--- src/rtl/clk_freq_monitor.sv ---
// clk_freq_monitor: measures the period of a divided clock (clk_mon) in
// clk_in cycles, declares lock after LOCK_CNT consecutive in-tolerance
// periods and, once locked, flags a too-fast, too-slow or stopped clk_mon.
// Optional build macro CLK_FREQ_MONITOR_IRQ_EN adds a sticky interrupt
// (irq, cleared by irq_clr) raised on every LOCKED -> FAULT transition.
module clk_freq_monitor #(
    parameter int EXP_PERIOD = 256,
    parameter int TOL        = 2,
    parameter int LOCK_CNT   = 4,
    parameter int CNT_W      = 10
) (
    input  logic             clk_in,
    input  logic             reset,
    input  logic             enable,
    input  logic             clk_mon,
`ifdef CLK_FREQ_MONITOR_IRQ_EN
    input  logic             irq_clr,
    output logic             irq,
`endif
    output logic             mon_edge,
    output logic [CNT_W-1:0] period,
    output logic             period_valid,
    output logic             locked,
    output logic             fault,
    output logic [1:0]       fault_code
);

    localparam int GOOD_W = $clog2(LOCK_CNT + 1);
    localparam logic [CNT_W:0]    P_LO     = (CNT_W+1)'(EXP_PERIOD - TOL);
    localparam logic [CNT_W:0]    P_HI     = (CNT_W+1)'(EXP_PERIOD + TOL);
    localparam logic [CNT_W-1:0]  T_OUT    = CNT_W'(EXP_PERIOD + TOL);
    localparam logic [CNT_W-1:0]  CNT_MAX  = {CNT_W{1'b1}};
    localparam logic [GOOD_W-1:0] GOOD_TGT = GOOD_W'(LOCK_CNT);

    typedef enum logic [2:0] {
        ST_IDLE    = 3'd0,
        ST_ARM     = 3'd1,
        ST_MEASURE = 3'd2,
        ST_LOCKED  = 3'd3,
        ST_FAULT   = 3'd4
    } state_t;

    state_t            state_r, state_nxt_s;
    logic              s1_r, s2_r, s3_r;
    logic              edge_s;
    logic              mon_edge_r;
    logic [CNT_W-1:0]  cnt_r, cnt_nxt_s;
    logic [GOOD_W-1:0] good_cnt_r, good_cnt_nxt_s;
    logic [CNT_W:0]    p_s;
    logic              p_fast_s, p_slow_s, p_good_s;
    logic              timeout_s;
    logic              period_upd_s;
    logic [CNT_W-1:0]  period_r;
    logic              period_valid_r;
    logic              locked_r, locked_nxt_s;
    logic              fault_r, fault_nxt_s;
    logic [1:0]        fault_code_r, fault_code_nxt_s;

    // Period as seen on an edge cycle, computed one bit wider so it never wraps
    assign edge_s       = s2_r & ~s3_r;
    assign p_s          = {1'b0, cnt_r} + {{CNT_W{1'b0}}, 1'b1};
    assign p_fast_s     = (p_s < P_LO);
    assign p_slow_s     = (p_s > P_HI);
    assign p_good_s     = ~p_fast_s & ~p_slow_s;
    assign timeout_s    = (cnt_r == T_OUT) & ~edge_s;
    assign period_upd_s = enable & edge_s &
                          ((state_r == ST_MEASURE) | (state_r == ST_LOCKED));

    // Three-flop synchronizer and registered edge pulse; ignores enable
    always_ff @(posedge clk_in or negedge reset) begin
        if (!reset) begin
            s1_r       <= 1'b0;
            s2_r       <= 1'b0;
            s3_r       <= 1'b0;
            mon_edge_r <= 1'b0;
        end else begin
            s1_r       <= clk_mon;
            s2_r       <= s1_r;
            s3_r       <= s2_r;
            mon_edge_r <= edge_s;
        end
    end

    // State register
    always_ff @(posedge clk_in or negedge reset) begin
        if (!reset) begin
            state_r <= ST_IDLE;
        end else begin
            state_r <= state_nxt_s;
        end
    end

    // Next-state logic; disable wins over everything, an edge wins over timeout
    always_comb begin
        state_nxt_s = state_r;
        if (!enable) begin
            state_nxt_s = ST_IDLE;
        end else begin
            case (state_r)
                ST_IDLE: state_nxt_s = ST_ARM;
                ST_ARM: begin
                    if (edge_s) state_nxt_s = ST_MEASURE;
                    else        state_nxt_s = ST_ARM;
                end
                ST_MEASURE: begin
                    if (edge_s && p_good_s && ((good_cnt_r + GOOD_W'(1)) == GOOD_TGT))
                        state_nxt_s = ST_LOCKED;
                    else
                        state_nxt_s = ST_MEASURE;
                end
                ST_LOCKED: begin
                    if (edge_s) begin
                        if (p_fast_s || p_slow_s) state_nxt_s = ST_FAULT;
                        else                      state_nxt_s = ST_LOCKED;
                    end else if (timeout_s) begin
                        state_nxt_s = ST_FAULT;
                    end else begin
                        state_nxt_s = ST_LOCKED;
                    end
                end
                ST_FAULT: state_nxt_s = ST_FAULT;
                default:  state_nxt_s = ST_IDLE;
            endcase
        end
    end

    // Next values for counters and status outputs
    always_comb begin
        cnt_nxt_s        = cnt_r;
        good_cnt_nxt_s   = good_cnt_r;
        locked_nxt_s     = 1'b0;
        fault_nxt_s      = 1'b0;
        fault_code_nxt_s = 2'b00;

        if (!enable || (state_r == ST_IDLE)) begin
            cnt_nxt_s = {CNT_W{1'b0}};
        end else if (edge_s) begin
            cnt_nxt_s = {CNT_W{1'b0}};
        end else if (cnt_r == CNT_MAX) begin
            cnt_nxt_s = cnt_r;
        end else begin
            cnt_nxt_s = cnt_r + CNT_W'(1);
        end

        if (!enable || (state_r != ST_MEASURE)) begin
            good_cnt_nxt_s = {GOOD_W{1'b0}};
        end else if (edge_s) begin
            if (p_good_s) good_cnt_nxt_s = good_cnt_r + GOOD_W'(1);
            else          good_cnt_nxt_s = {GOOD_W{1'b0}};
        end else begin
            good_cnt_nxt_s = good_cnt_r;
        end

        locked_nxt_s = (state_nxt_s == ST_LOCKED);
        fault_nxt_s  = (state_nxt_s == ST_FAULT);

        // Code is captured on entry to FAULT and then held while sticky
        if (state_nxt_s != ST_FAULT) begin
            fault_code_nxt_s = 2'b00;
        end else if (state_r == ST_FAULT) begin
            fault_code_nxt_s = fault_code_r;
        end else if (edge_s && p_fast_s) begin
            fault_code_nxt_s = 2'b01;
        end else begin
            fault_code_nxt_s = 2'b10;
        end
    end

    // Counter and output registers; period keeps its value across disable
    always_ff @(posedge clk_in or negedge reset) begin
        if (!reset) begin
            cnt_r          <= {CNT_W{1'b0}};
            good_cnt_r     <= {GOOD_W{1'b0}};
            period_r       <= {CNT_W{1'b0}};
            period_valid_r <= 1'b0;
            locked_r       <= 1'b0;
            fault_r        <= 1'b0;
            fault_code_r   <= 2'b00;
        end else begin
            cnt_r          <= cnt_nxt_s;
            good_cnt_r     <= good_cnt_nxt_s;
            period_valid_r <= period_upd_s;
            locked_r       <= locked_nxt_s;
            fault_r        <= fault_nxt_s;
            fault_code_r   <= fault_code_nxt_s;
            if (period_upd_s) period_r <= p_s[CNT_W-1:0];
            else              period_r <= period_r;
        end
    end

`ifdef CLK_FREQ_MONITOR_IRQ_EN
    logic irq_r;
    logic irq_set_s;

    assign irq_set_s = (state_r == ST_LOCKED) && (state_nxt_s == ST_FAULT);

    // Sticky interrupt: a new fault wins over a coincident clear
    always_ff @(posedge clk_in or negedge reset) begin
        if (!reset) begin
            irq_r <= 1'b0;
        end else if (irq_set_s) begin
            irq_r <= 1'b1;
        end else if (irq_clr) begin
            irq_r <= 1'b0;
        end else begin
            irq_r <= irq_r;
        end
    end

    assign irq = irq_r;
`endif

    assign mon_edge     = mon_edge_r;
    assign period       = period_r;
    assign period_valid = period_valid_r;
    assign locked       = locked_r;
    assign fault        = fault_r;
    assign fault_code   = fault_code_r;

endmodule
--- config.mk ---
export PLATFORM = sky130hd
export DESIGN_NAME = clk_freq_monitor
export DESIGN_NICKNAME = d
export VERILOG_FILES = /design/src/rtl/clk_freq_monitor.sv
export SDC_FILE = /design/constraint.sdc
export NUM_CORES = 1
export LEC_CHECK = 0
export CORE_MARGIN = 5
export CORE_UTILIZATION = 30
export DETAILED_ROUTE_END_ITERATION = 6
export GPL_TIMING_DRIVEN = 1
export SKIP_CTS_REPAIR_TIMING = 1
export SLEW_MARGIN = 20
export SYNTH_ARGS = -nofsm -noshare
export SYNTH_HDL_FRONTEND = slang
export SYNTH_SLANG_ARGS = --single-unit
--- constraint.sdc ---
create_clock -name clk_in -period 6 [get_ports clk_in]
set_clock_uncertainty 0.05 [all_clocks]
set_input_delay 1.2 -clock clk_in [delete_from_list [all_inputs] [get_ports clk_in]]
set_output_delay 1.2 -clock clk_in [all_outputs]
set_load 0.02 [all_outputs]
# Word level (Yosys, flattened, before mapping)
# Cells that the tools add are included.
dict set report totals {
  register_bits 35
  wordCells 65
}
dict set report classes {
  n_lt_le_gt_ge 2
  n_bitwise 10
  mux 16
  addsub 3
  n_eq_ne 13
  reduce_logical 9
}
# cell n
set ops {}
lappend ops {{$mux W10} 3}
lappend ops {{$mux W3} 7}
lappend ops {{$pmux W3 S5} 1}
lappend ops {{$add A10 B1 Y11 const B} 1}
lappend ops {{$gt A11 B9 Y1 const B} 1}
lappend ops {{$lt A11 B8 Y1 const B} 1}
lappend ops {{$add A10 B1 Y10 const B} 1}
lappend ops {{$eq A10 B10 Y1 const B} 1}
lappend ops {{$eq A10 B9 Y1 const B} 1}
lappend ops {{$eq A3 B2 Y1 const B} 3}
lappend ops {{$eq A3 B3 Y1 const B} 3}
lappend ops {{$mux W2} 4}
lappend ops {{$ne A3 B3 Y1 const B} 2}
lappend ops {{$and A1 B1 Y1} 5}
lappend ops {{$not A1 Y1} 4}
lappend ops {{$add A3 B1 Y3 const B} 1}
lappend ops {{$eq A3 B1 Y1 const B} 1}
lappend ops {{$logic_and A1 B1 Y1} 3}
lappend ops {{$logic_not A3 Y1} 1}
lappend ops {{$logic_or A1 B1 Y1} 3}
lappend ops {{$ne A3 B2 Y1 const B} 1}
lappend ops {{$ne A2 B2 Y1 const B} 1}
lappend ops {{$reduce_bool A2 Y1} 1}
lappend ops {{$logic_not A1 Y1} 1}
lappend ops {{other kinds (2)} 2}

# Longest topological paths before layout
# Gate-level depths: netlist of the first run.
dict set report depth {
  ltp_word 11
  ltp_mapped 8
  depth_no_buf 8
}

# Worst setup path after synthesis of the first run
# OpenSTA, ideal clock, no wires.
dict set report synth_timing {
  kind {register to register}
  startpoint {register cnt_r[0]}
  endpoint {register locked_r, in the netlist locked}
  t_required_ns 5.839
  setup_time_ns 0.111
  stages_incl_launch_ff 9
  n_path_buf 1
  t_arrival_ns 2.169
  slack_ns 3.669
  cell_sequence {dfrtp_1 > ha_1 > buf_6 > a211o_1 > o21ai_0 > nand3_1 > a2111oi_4 > o21ai_2 > a2111oi_2}
}
dict set report synth_via {
  elab_chain_len 10
}
# element line
set synth_lines {}
lappend synth_lines {{start: declaration} 47} ;# logic [CNT_W-1:0] cnt_r, cnt_nxt_s;
lappend synth_lines {{start signal: assignment} 172} ;# cnt_r <= {CNT_W{1'b0}};
lappend synth_lines {{start signal: assignment} 180} ;# cnt_r <= cnt_nxt_s;
lappend synth_lines {{$add A10 B1 Y11} 61} ;# assign p_s = {1'b0, cnt_r} + {{CNT_W{1'b0}}, 1'b1};
lappend synth_lines {{$lt A11 B8 Y1 / $gt A11 B9 Y1 (equally long branches)} {62, 63}}
lappend synth_lines {{$not A1 Y1} 64} ;# assign p_good_s = ~p_fast_s & ~p_slow_s;
lappend synth_lines {{$and A1 B1 Y1} 64}
lappend synth_lines {{$logic_and A1 B1 Y1 (2 in series)} 106} ;# if (edge_s && p_good_s && ((good_cnt_r + GOOD_W'(1)) == GOOD_TGT))
lappend synth_lines {{$mux W1} 106}
lappend synth_lines {{$pmux W3 S5 (*)} 99} ;# case (state_r)
lappend synth_lines {{$mux W3 (*)} 96} ;# if (!enable) begin
lappend synth_lines {{$eq A3 B2 Y1 (*)} 154} ;# locked_nxt_s = (state_nxt_s == ST_LOCKED);
lappend synth_lines {{via locked_nxt_s} 55} ;# logic locked_r, locked_nxt_s;
lappend synth_lines {{end signal: assignment} 183} ;# locked_r <= locked_nxt_s;
lappend synth_lines {{end: declaration} 55}
# The timed path passes the listed nets; every way through them passes the cells marked *.
# A chain may end at the register's enable or synchronous reset.

# Final worst setup path of the first run
dict set report layout_timing {
  startpoint {input port enable}
  endpoint {register period_r[6], in the netlist period[6]}
}
dict set report layout_via {
  elab_chain_len 2
}
# element line
set layout_lines {}
lappend layout_lines {{start: declaration} 14} ;# input logic enable,
lappend layout_lines {{$and A1 B1 Y1 (2 in series)} 66} ;# assign period_upd_s = enable & edge_s &
lappend layout_lines {{end signal: assignment} 174} ;# period_r <= {CNT_W{1'b0}};
lappend layout_lines {{end signal: assignment} 186} ;# if (period_upd_s) period_r <= p_s[CNT_W-1:0];
lappend layout_lines {{end signal: assignment} 187} ;# else period_r <= period_r;
lappend layout_lines {{end: declaration} 53} ;# logic [CNT_W-1:0] period_r;
# No other way between the ends.

==> reports/metrics.cfg, run 1 <==
[run_status]
outcome=finished, final reports clean

[yosys]
synth-edff-count=0
syn_nets=172
synth_ff_type=sky130_fd_sc_hd__dfrtp_1
synth.top_cells.by_count=sky130_fd_sc_hd__dfrtp_1 (35), sky130_fd_sc_hd__nand2_1 (24), sky130_fd_sc_hd__o21ai_0 (16)
ys_seq_elements=35
netlist_instances=164
yosysUniqueCellTypes=39
ys_top_cells_by_area=sky130_fd_sc_hd__dfrtp_1 (52%), sky130_fd_sc_hd__nand2_1 (5.3%), sky130_fd_sc_hd__o21ai_0 (4.8%)
synth.top_cell.area_share_pct=52.0
count_of_synthesis_stage_warnings_from_yosys=0
synthMostInstantiatedCell=sky130_fd_sc_hd__dfrtp_1
netlist.top_cell.by_area=sky130_fd_sc_hd__dfrtp_1
ys_async_sr_fraction_pct=100
ys_seq_area_share_pct=52.0
syn_area_um2=1680
synth.avg_cell_area_um2=10.3

[routing]
routed.top_layer=met4
drt_wl_cell_um=13.2
met3_wirelength_um=132
met2WireLength_um=1540
drt-pass1-iter-count=4
ant_nets=0
dr.first_iter.drc_count=46
drt-total-wl_um=3410
drt-vias-per-instance=4.77
wl_met1_um=1650
drc_viols=0
vias=1231

[worst_setup_path]
critical-path-top-delay-family=simple AND/OR/NAND/NOR gates
cp-start-kind=input port
crit_type=input port to flop
critPathCaptureType=flop
path_cells=clkdlybuf4s50_1, nor2b_1, nand3_1, nand2_1, o21ai_0
number_of_buffer_and_inverter_instances_along_the_worst_setup_path=1
worstPathRequired_ps=6100
cpPeakStageDelay_ps=520
critPathArrivalTime_ps=2740
crit_fanout=21
worst_path_max_delay_cell=sky130_fd_sc_hd__clkdlybuf4s50_1
ff2ff_setup_slack_ps=3360

[timing]
slew_viols_final=0
worst_pin_slew_ps=614
achievable-frequency_mhz=379
setup_viol_count_final=0
final_critical_path_time_including_i_o_delays_and_setup_ps=2640
period_share_pct=44.0
max-slew-margin-rel_pct=59.0
setup_repair_after_global_routing_missed_its_margin=false
final-hold-violation-count=0
fin_setup_tns_ps=0

[place]
numPortBuffers=19
dp_cells=250
dp_hpwl_um=2460
dpl_cell_area_um2=1940
globalplace.congestion=0.909

[floorplan]
core.rowCount=27
die_width_um=84.9
io_pins=20
fp.dieArea_um2=7210
initial_utilization_pct=30.8
die_height_um=84.9
core_region_area_um2=5470

[clock_network]
tritoncts=done
cts.sinks=35
cts.clk_slew.worst_paths_ps=70
cts_root_buf=sky130_fd_sc_hd__clkbuf_8
clkLatencyLatePin_ps=290
number_of_levels_in_the_clock_h_tree=2
cts_buffers=5
clk_path_buf_depth=2

[final_layout]
area.growth.synth_to_final_pct=21.0
finalInstanceArea_um2=2040
finalNetCount=193
post_route_cells_drive_above_1_share_pct=9.68
final-instance-count-excl-fill=258
multi_input_comb_area_um2=744
fill_cells=558
regArea_um2=876
diodes=0
postLayoutCoreUtil_pct=37.2

[power]
irDropWorstVdd_mv=0.0874
cellPowerDensity_nw_per_um2=231
design_power_total_mw=0.471
p_leak_nw=0.847

[grt]
grt_max_degree=36
globalRoute.totalOverflow=0
antenna_found_initial=0
grt.total_usage_pct=10.1
via_count_of_the_first_global_routing_pass=1188
grt_first_pass_wirelength_um=5810

[job]
maxCapViolCount=0

[min_path]
worst_hold_path_type=flop to flop

==> power breakdown <==
part	internal, mW	switching, mW	total (mW)
combinational	0.0147	0.0219	0.0367
clock	0.105	0.0809	0.186
sequential	0.243	0.00614	0.249
==> logic make-up (layout without fill, tap and decap cells) <==
| logic type | count (synthesis) | count (layout) | synth area share (%) |
|---|---|---|---|
| XOR/XNOR | 9 | 9 | 4.68 |
| AO/OA/AOI/OAI | 44 | 44 | 18.2 |
| buffers and inverters | 13 | 35 | 3.79 |
| AND/OR/NAND/NOR | 58 | 58 | 17.7 |
| multiplexers | 1 | 1 | 0.669 |
| adder cells (fa/ha/maj) | 4 | 4 | 2.97 |
| flip-flops | 35 | 35 | 52.0 |
==> layout make-up <==
| cell class | instances | share of cell area, % |
|---|---|---|
| clock buffers | 8 | 4.91 |
| multi-input cells | 116 | 36.5 |
| flip-flops and latches | 35 | 43.0 |
| repair buffers | 21 | 10.1 |
| well taps | 72 | 4.42 |
| inverters | 6 | 1.10 |
==> state kept, by name, indices dropped and copies added, names as in the netlist <==
name and cells:
s2_r 1, fault 1, s3_r 1, good_cnt_r 3, state_r 3, fault_code 2
period 10, mon_edge 1, s1_r 1, period_valid 1, cnt_r 10, locked 1
==> final timing paths <==
check | end | startpoint | depth (start not counted)
max reg2reg | locked | cnt_r[0] | 7
min reg2reg | s2_r | s1_r | 0
min | s2_r | s1_r | 0
max in group asynchronous | period[2] | reset | 2
max | period[6] | enable | 5
min in group asynchronous | mon_edge | reset | 2
==> worst register-to-register path: cells and delay by family (launching register included) <==
kind	cells	cell delay (ps)
simple gates	2	350
flops	1	480
compound gates	3	1100
xor+xnor	1	190
fa+ha+maj	1	340
==> layer usage <==
metal / vias to the layer above / track usage, %
met5: - / 0
met4: 0 / 5.61
met3: 7 / 2.43
met2: 26 / 15.0
met1: 577 / 13.5
li1: 621 / -
==> cell usage in the layout, fill, tap and decap left out, drive strengths merged, types with 3 or more instances in the layout <==
| master | instances |
|---|---|
| a21oi | 11 |
| clkdlybuf4s50 | 19 |
| nand3 | 3 |
| nor2 | 10 |
| a211oi | 3 |
| a2111oi | 3 |
| clkbuf | 8 |
| nor3 | 4 |
| ha | 4 |
| inv | 6 |
| xor2 | 3 |
| o21ai | 17 |
| xnor2 | 6 |
| nand4 | 4 |
| nand2 | 24 |
| dfrtp | 35 |
==> metrics by stage <==
step,setup slack [ps],hold slack (ps)
floorplan,3670,281
global placement,3100,307
detailed placement,3050,310
CTS,3310,325
global route,3110,336
finish,3360,313
Note: power is estimated with default switching activity, not from simulation.
==> run 2: changes to the inputs <==
==> constraint.sdc (replaced) <==
create_clock -name clk_in -period 2.6 [get_ports clk_in]
set_clock_uncertainty 0.05 [all_clocks]
set_input_delay 0.52 -clock clk_in [delete_from_list [all_inputs] [get_ports clk_in]]
set_output_delay 0.52 -clock clk_in [all_outputs]
set_load 0.02 [all_outputs]
==> run 2 against run 1 <==
Against the previous run:
- sequential cell count did not move
- non-clock buffer count rose by 4
- utilization rose by 0.96 points
- clock-buffer cell count fell by 2
- cell count rose by 1.6%
- die area did not move
- critical path depth rose by 3
- register-to-register slack got worse by 3200 ps
- combinational power rose by 140%
- final area rose by 2.6%
- critical endpoint is now locked
- largest power group unchanged
==> reports/metrics.cfg, run 2 (synthesis results as in run 1) <==
[timing]
holdWs_ps=301  ; -12.0 ps
setup_viol_count_final=0  ; unchanged
worst_pin_slew_ps=506  ; -108 ps
period_share_pct=94.0
setup_repair_after_global_routing_missed_its_margin=false
achievable-frequency_mhz=409
slew_viols_final=0  ; unchanged
fin_setup_tns_ps=0  ; unchanged
final_critical_path_time_including_i_o_delays_and_setup_ps=2440
max-slew-margin-rel_pct=66.2  ; +7.2 points
final-hold-violation-count=0  ; unchanged

[grt]
grt_use_met1_pct=13.8  ; +0.24 points
global_routing_s_busiest_layer=met2
globalRoute.totalOverflow=0  ; unchanged
via_count_of_the_first_global_routing_pass=1227  ; +3.3%
grt_max_degree=36  ; unchanged
grt_use_met3_pct=2.14  ; -0.29 points
antenna_found_initial=0  ; unchanged
grt.total_usage_pct=10.2  ; +0.075 points
grt_first_pass_wirelength_um=6000  ; +3.3%
grt_use_met2_pct=15.7  ; +0.64 points

[place]
globalplace.congestion=0.841  ; -7.5%
numPortBuffers=19  ; unchanged
dp_hpwl_um=2460  ; -0.30%

[worst_setup_path]
worst_r2r_startpoint=cnt_r[0]
crit-reg2reg-capture=locked
worstPathRequired_ps=2730  ; -3370 ps
ff2ff_setup_slack_ps=160  ; -3200 ps
crit_type=flop to flop
crit_fanout=7  ; -67%
path_cells=ha_1, a211o_1, o21ai_0, nand3_1, a2111oi_4, buf_4, o21ai_2, a2111oi_2
critPathArrivalTime_ps=2580  ; -160 ps
cpPeakStageDelay_ps=460  ; -60 ps
worst-r2r-cell-count=8  ; +1
critPathCaptureType=flop
worst_path_max_delay_cell=sky130_fd_sc_hd__dfrtp_1
cp-start-kind=flop

[power]
share_comb_of_total_power_pct=7.5  ; -0.3 points
cellPowerDensity_nw_per_um2=557  ; +140%
p_switching_mw=0.261  ; +140%
clockPowerShare_pct=43.4  ; +4.0 points
irDropWorstVdd_mv=0.215  ; +150%
cellInternalPower_mw=0.905  ; +150%
netSwitchingFraction_pct=22.4  ; -0.78 points
p_leak_nw=0.877  ; +3.5%
p_seq_share_pct=49.1  ; -3.7 points

[routing]
dr.first_iter.drc_count=100  ; +120%
ant_nets=0  ; unchanged
vias=1265  ; +2.8%
drc_viols=0  ; unchanged
drt_wl_cell_um=13.0  ; -1.5%
drt-vias-per-instance=4.83  ; +1.2%
drt-pass1-iter-count=4  ; unchanged
drt-total-wl_um=3410  ; unchanged

[floorplan]
die_width_um=84.9  ; unchanged
core_region_area_um2=5470  ; unchanged
core.rowCount=27  ; unchanged
initial_utilization_pct=30.8  ; unchanged
fp.dieArea_um2=7210  ; unchanged
die_height_um=84.9  ; unchanged
io_pins=20  ; unchanged

[final_layout]
post_route_cells_drive_above_1_share_pct=12.6  ; +3.0 points
layout.cells.most_common=sky130_fd_sc_hd__dfrtp_1
finalNetCount=197  ; +2.1%
postLayoutCoreUtil_pct=38.2  ; +0.96 points
fill_cells=527  ; -5.6%
area.growth.synth_to_final_pct=24.1
diodes=0  ; unchanged
final_cell_mix=sky130_fd_sc_hd__dfrtp_1 (35), sky130_fd_sc_hd__nand2_1 (24), sky130_fd_sc_hd__clkdlybuf4s50_1 (19), sky130_fd_sc_hd__o21ai_0 (16), sky130_fd_sc_hd__a21oi_1 (11)

[clock_network]
clkLatencyLatePin_ps=290  ; about the same
cts_buffers=5  ; unchanged
cts.sinks=35  ; unchanged
number_of_levels_in_the_clock_h_tree=2  ; unchanged
cts_root_buf=sky130_fd_sc_hd__clkbuf_8
cts.clk_slew.worst_paths_ps=80  ; about the same
clk_path_buf_depth=2  ; unchanged
tritoncts=done

[min_path]
hold_path_end=s2_r
worst_hold_path_type=flop to flop
min_path_cells=0  ; unchanged
min_from=s1_r

[job]
maxCapViolCount=0  ; unchanged

[run_status]
outcome=finished, final reports clean

run 2: worst max-delay path by stage:
| stage | startpoint | end |
|---|---|---|
| 6_report | cnt_r[0] | locked |
| 5_1_grt | cnt_r[0] | locked |
| 4_1_cts | cnt_r[0] | locked |
| 3_5_place_dp | cnt_r[0] | locked |
| 3_3_place_gp | cnt_r[0] | locked |
| 2_1_floorplan | cnt_r[0] | locked |
run 2: layout make-up:
type	instances	area (um2)	area share (%)
Tap cell	72	90.1	4.31
Clock inverter	2	35.0	1.68
Clock buffer	6	82.6	3.95
Sequential cell	35	876	41.9
Multi-Input combinational cell	116	749	35.8
Timing Repair Buffer	25	235	11.3
Inverter	6	22.5	1.08
run 2: worst max-delay path: cells and delay by family, from the launching register on:
| kind | cells | cell delay [ps] |
|---|---|---|
| AND/OR/NAND/NOR | 1 | 150 |
| buffers and inverters | 1 | 190 |
| flip-flops | 1 | 460 |
| AO/OA/AOI/OAI | 5 | 1170 |
| adder cells (fa/ha/maj) | 1 | 320 |
run 2: power groups by stage:
stage / logic (mW) / registers (mW) / clock network [mW]
floorplan: 0.0350 / 0.588 / 0
global placement: 0.0876 / 0.583 / 0
detailed placement: 0.0883 / 0.583 / 0
CTS: 0.0882 / 0.573 / 0.518
global route: 0.0967 / 0.575 / 0.543
finish: 0.0870 / 0.573 / 0.506
run 2: metal layers:
layer / vias up / part of all wire [%]
met1: 595 / 46
met3: 7 / 4.3
met5: - / 0
met4: 0 / 2.3
li1: 630 / -
met2: 33 / 47
run 2: through the flow:
stage / instances / setup WS (ps) / power, mW / area (um2)
floorplan: 164 / 269 / 0.623 / 1680
global placement: 253 / 147 / 0.670 / 1960
detailed placement: 253 / 92.5 / 0.672 / 1960
CTS: 261 / 64.8 / 1.18 / 2080
global route: 262 / 10.3 / 1.21 / 2090
finish: 262 / 156 / 1.17 / 2090
==> run 3: changes to the inputs <==
==> constraint.sdc (replaced) <==
create_clock -name clk_in -period 2.97 [get_ports clk_in]
set_clock_uncertainty 0.05 [all_clocks]
set_input_delay 0.594 -clock clk_in [delete_from_list [all_inputs] [get_ports clk_in]]
set_output_delay 0.594 -clock clk_in [all_outputs]
set_load 0.02 [all_outputs]
==> run 3 against run 2 <==
Against the previous run:
- final area is 2.9% lower
- routed wire length is 2.0% higher
- non-clock buffer count is 3 lower
- cell count is 1.1% lower
- largest power group unchanged
==> reports/metrics.cfg, run 3 (synthesis results as in run 1) <==
[routing]
vias=1262  ; -0.24%
ant_nets=0  ; unchanged
drt-total-wl_um=3480  ; +2.0%
drt-vias-per-instance=4.87  ; +0.92%
drt_wl_cell_um=13.4  ; +3.2%
drt-pass1-iter-count=4  ; unchanged
drc_viols=0  ; unchanged
dr.first_iter.drc_count=89  ; -11%

[place]
dp_hpwl_um=2510  ; +2.1%
dp_cells=251  ; -0.79%
numPortBuffers=19  ; unchanged
globalplace.congestion=0.877  ; +4.3%
dpl_cell_area_um2=1950  ; -0.77%

[grt]
via_count_of_the_first_global_routing_pass=1260  ; +2.7%
grt_max_degree=36  ; unchanged
antenna_found_initial=0  ; unchanged
grt_first_pass_wirelength_um=6180  ; +3.0%
globalRoute.totalOverflow=0  ; unchanged
grt.total_usage_pct=10.6  ; +0.36 points

[run_status]
outcome=finished, final reports clean

[worst_setup_path]
worstPathRequired_ps=3090  ; +360 ps
path_cells=nand3_2, nor3_1, mux2_2, a2111oi_4, o21ai_2, a2111oi_2
worst_r2r_startpoint=cnt_r[2]
cpPeakStageDelay_ps=510  ; +50 ps
worst_path_max_delay_cell=sky130_fd_sc_hd__dfrtp_1
crit_type=flop to flop
crit-reg2reg-capture=locked
ff2ff_setup_slack_ps=440  ; +280 ps
critPathCaptureType=flop
worst-r2r-cell-count=6  ; -2
cp-start-kind=flop
crit_fanout=9  ; +2
critPathArrivalTime_ps=2650  ; +70 ps

[job]
maxCapViolCount=0  ; unchanged

[timing]
period_share_pct=85.2  ; -8.8 points
final_critical_path_time_including_i_o_delays_and_setup_ps=2530  ; +86.3 ps
final-hold-violation-count=0  ; unchanged
fin_setup_tns_ps=0  ; unchanged
slew_viols_final=0  ; unchanged
max-slew-margin-rel_pct=64.2  ; -2.0 points
setup_repair_after_global_routing_missed_its_margin=false
achievable-frequency_mhz=395  ; -3.4%
setup_viol_count_final=0  ; unchanged
worst_pin_slew_ps=536  ; +30.5 ps

[floorplan]
core.rowCount=27  ; unchanged
fp.dieArea_um2=7210  ; unchanged
core_region_area_um2=5470  ; unchanged
die_height_um=84.9  ; unchanged
io_pins=20  ; unchanged
die_width_um=84.9  ; unchanged
initial_utilization_pct=30.8  ; unchanged

[min_path]
worst_hold_path_type=flop to flop
hold_path_end=s2_r
min_from=s1_r
min_path_cells=0  ; unchanged

[clock_network]
tritoncts=done
number_of_levels_in_the_clock_h_tree=2  ; unchanged
cts_root_buf=sky130_fd_sc_hd__clkbuf_8
cts_buffers=5  ; unchanged
cts.sinks=35  ; unchanged
clk_path_buf_depth=2  ; unchanged
clkLatencyLatePin_ps=290  ; about the same
cts.clk_slew.worst_paths_ps=70  ; about the same

[final_layout]
finalNetCount=194  ; -1.5%
area.growth.synth_to_final_pct=20.5
layout.cells.most_common=sky130_fd_sc_hd__dfrtp_1
finalInstanceArea_um2=2030  ; -2.9%
final-instance-count-excl-fill=259  ; -1.1%
diodes=0  ; unchanged
post_route_cells_drive_above_1_share_pct=10.7  ; -1.9 points
final_cell_mix=sky130_fd_sc_hd__dfrtp_1 (35), sky130_fd_sc_hd__nand2_1 (24), sky130_fd_sc_hd__clkdlybuf4s50_1 (19), sky130_fd_sc_hd__o21ai_0 (16), sky130_fd_sc_hd__a21oi_1 (11)

[power]
irDropWorstVdd_mv=0.175  ; -19%
cellPowerDensity_nw_per_um2=445  ; -20%
design_power_total_mw=0.903  ; -23%
p_leak_nw=0.847  ; -3.3%

run 3: cell types whose count changed in the layout (fill, tap and decap cells not counted), sizes merged:
cell | previous run | this run
clkinv | 1 | 3
bufinv | 1 | 0
buf | 6 | 3
clkbuf | 6 | 5
run 3: layer usage:
metal | routed length (um) | vias to the layer above | track usage, %
li1 | - | 622 | -
met1 | 1630 | 603 | 14.0
met2 | 1660 | 31 | 16.4
met3 | 127 | 6 | 2.62
met4 | 60 | 0 | 4.46
met5 | 0 | - | 0
run 3: power by group:
part / internal, mW / switching (mW)
Combinational: 0.0300 / 0.0436
Clock: 0.160 / 0.168
Sequential: 0.490 / 0.0117
run 3: worst max-delay path: cells and delay by family, from the launching register on:
family / cells / cell delay, ps
AO/OA/AOI/OAI: 3 / 900
flip-flops: 1 / 510
multiplexers: 1 / 410
AND/OR/NAND/NOR: 2 / 550
run 3: metrics by stage:
stage	worst slack [ps]	hold WS, ps	utilization, %
2_1_floorplan	639	248	-
3_3_place_gp	511	301	35.6
4_1_cts	434	315	37.1
6_report	440	312	37.1
5_1_grt	186	329	37.1
3_5_place_dp	455	300	35.6
run 3: how the worst max path moves through the flow:
stage,start,endpoint,slack (ps)
2_1_floorplan,cnt_r[0],locked,640
3_3_place_gp,cnt_r[0],locked,510
3_5_place_dp,cnt_r[0],locked,450
4_1_cts,cnt_r[0],locked,430
5_1_grt,cnt_r[0],locked,190
6_report,cnt_r[2],locked,440
run 3: cell type report:
| class | instances | area [um2] |
|---|---|---|
| Multi-Input combinational cell | 116 | 744 |
| Clock inverter | 3 | 15.0 |
| Sequential cell | 35 | 876 |
| Tap cell | 72 | 90.1 |
| Inverter | 6 | 22.5 |
| Fill cell | 552 | 3440 |
| Clock buffer | 5 | 68.8 |
| Timing Repair Buffer | 22 | 213 |
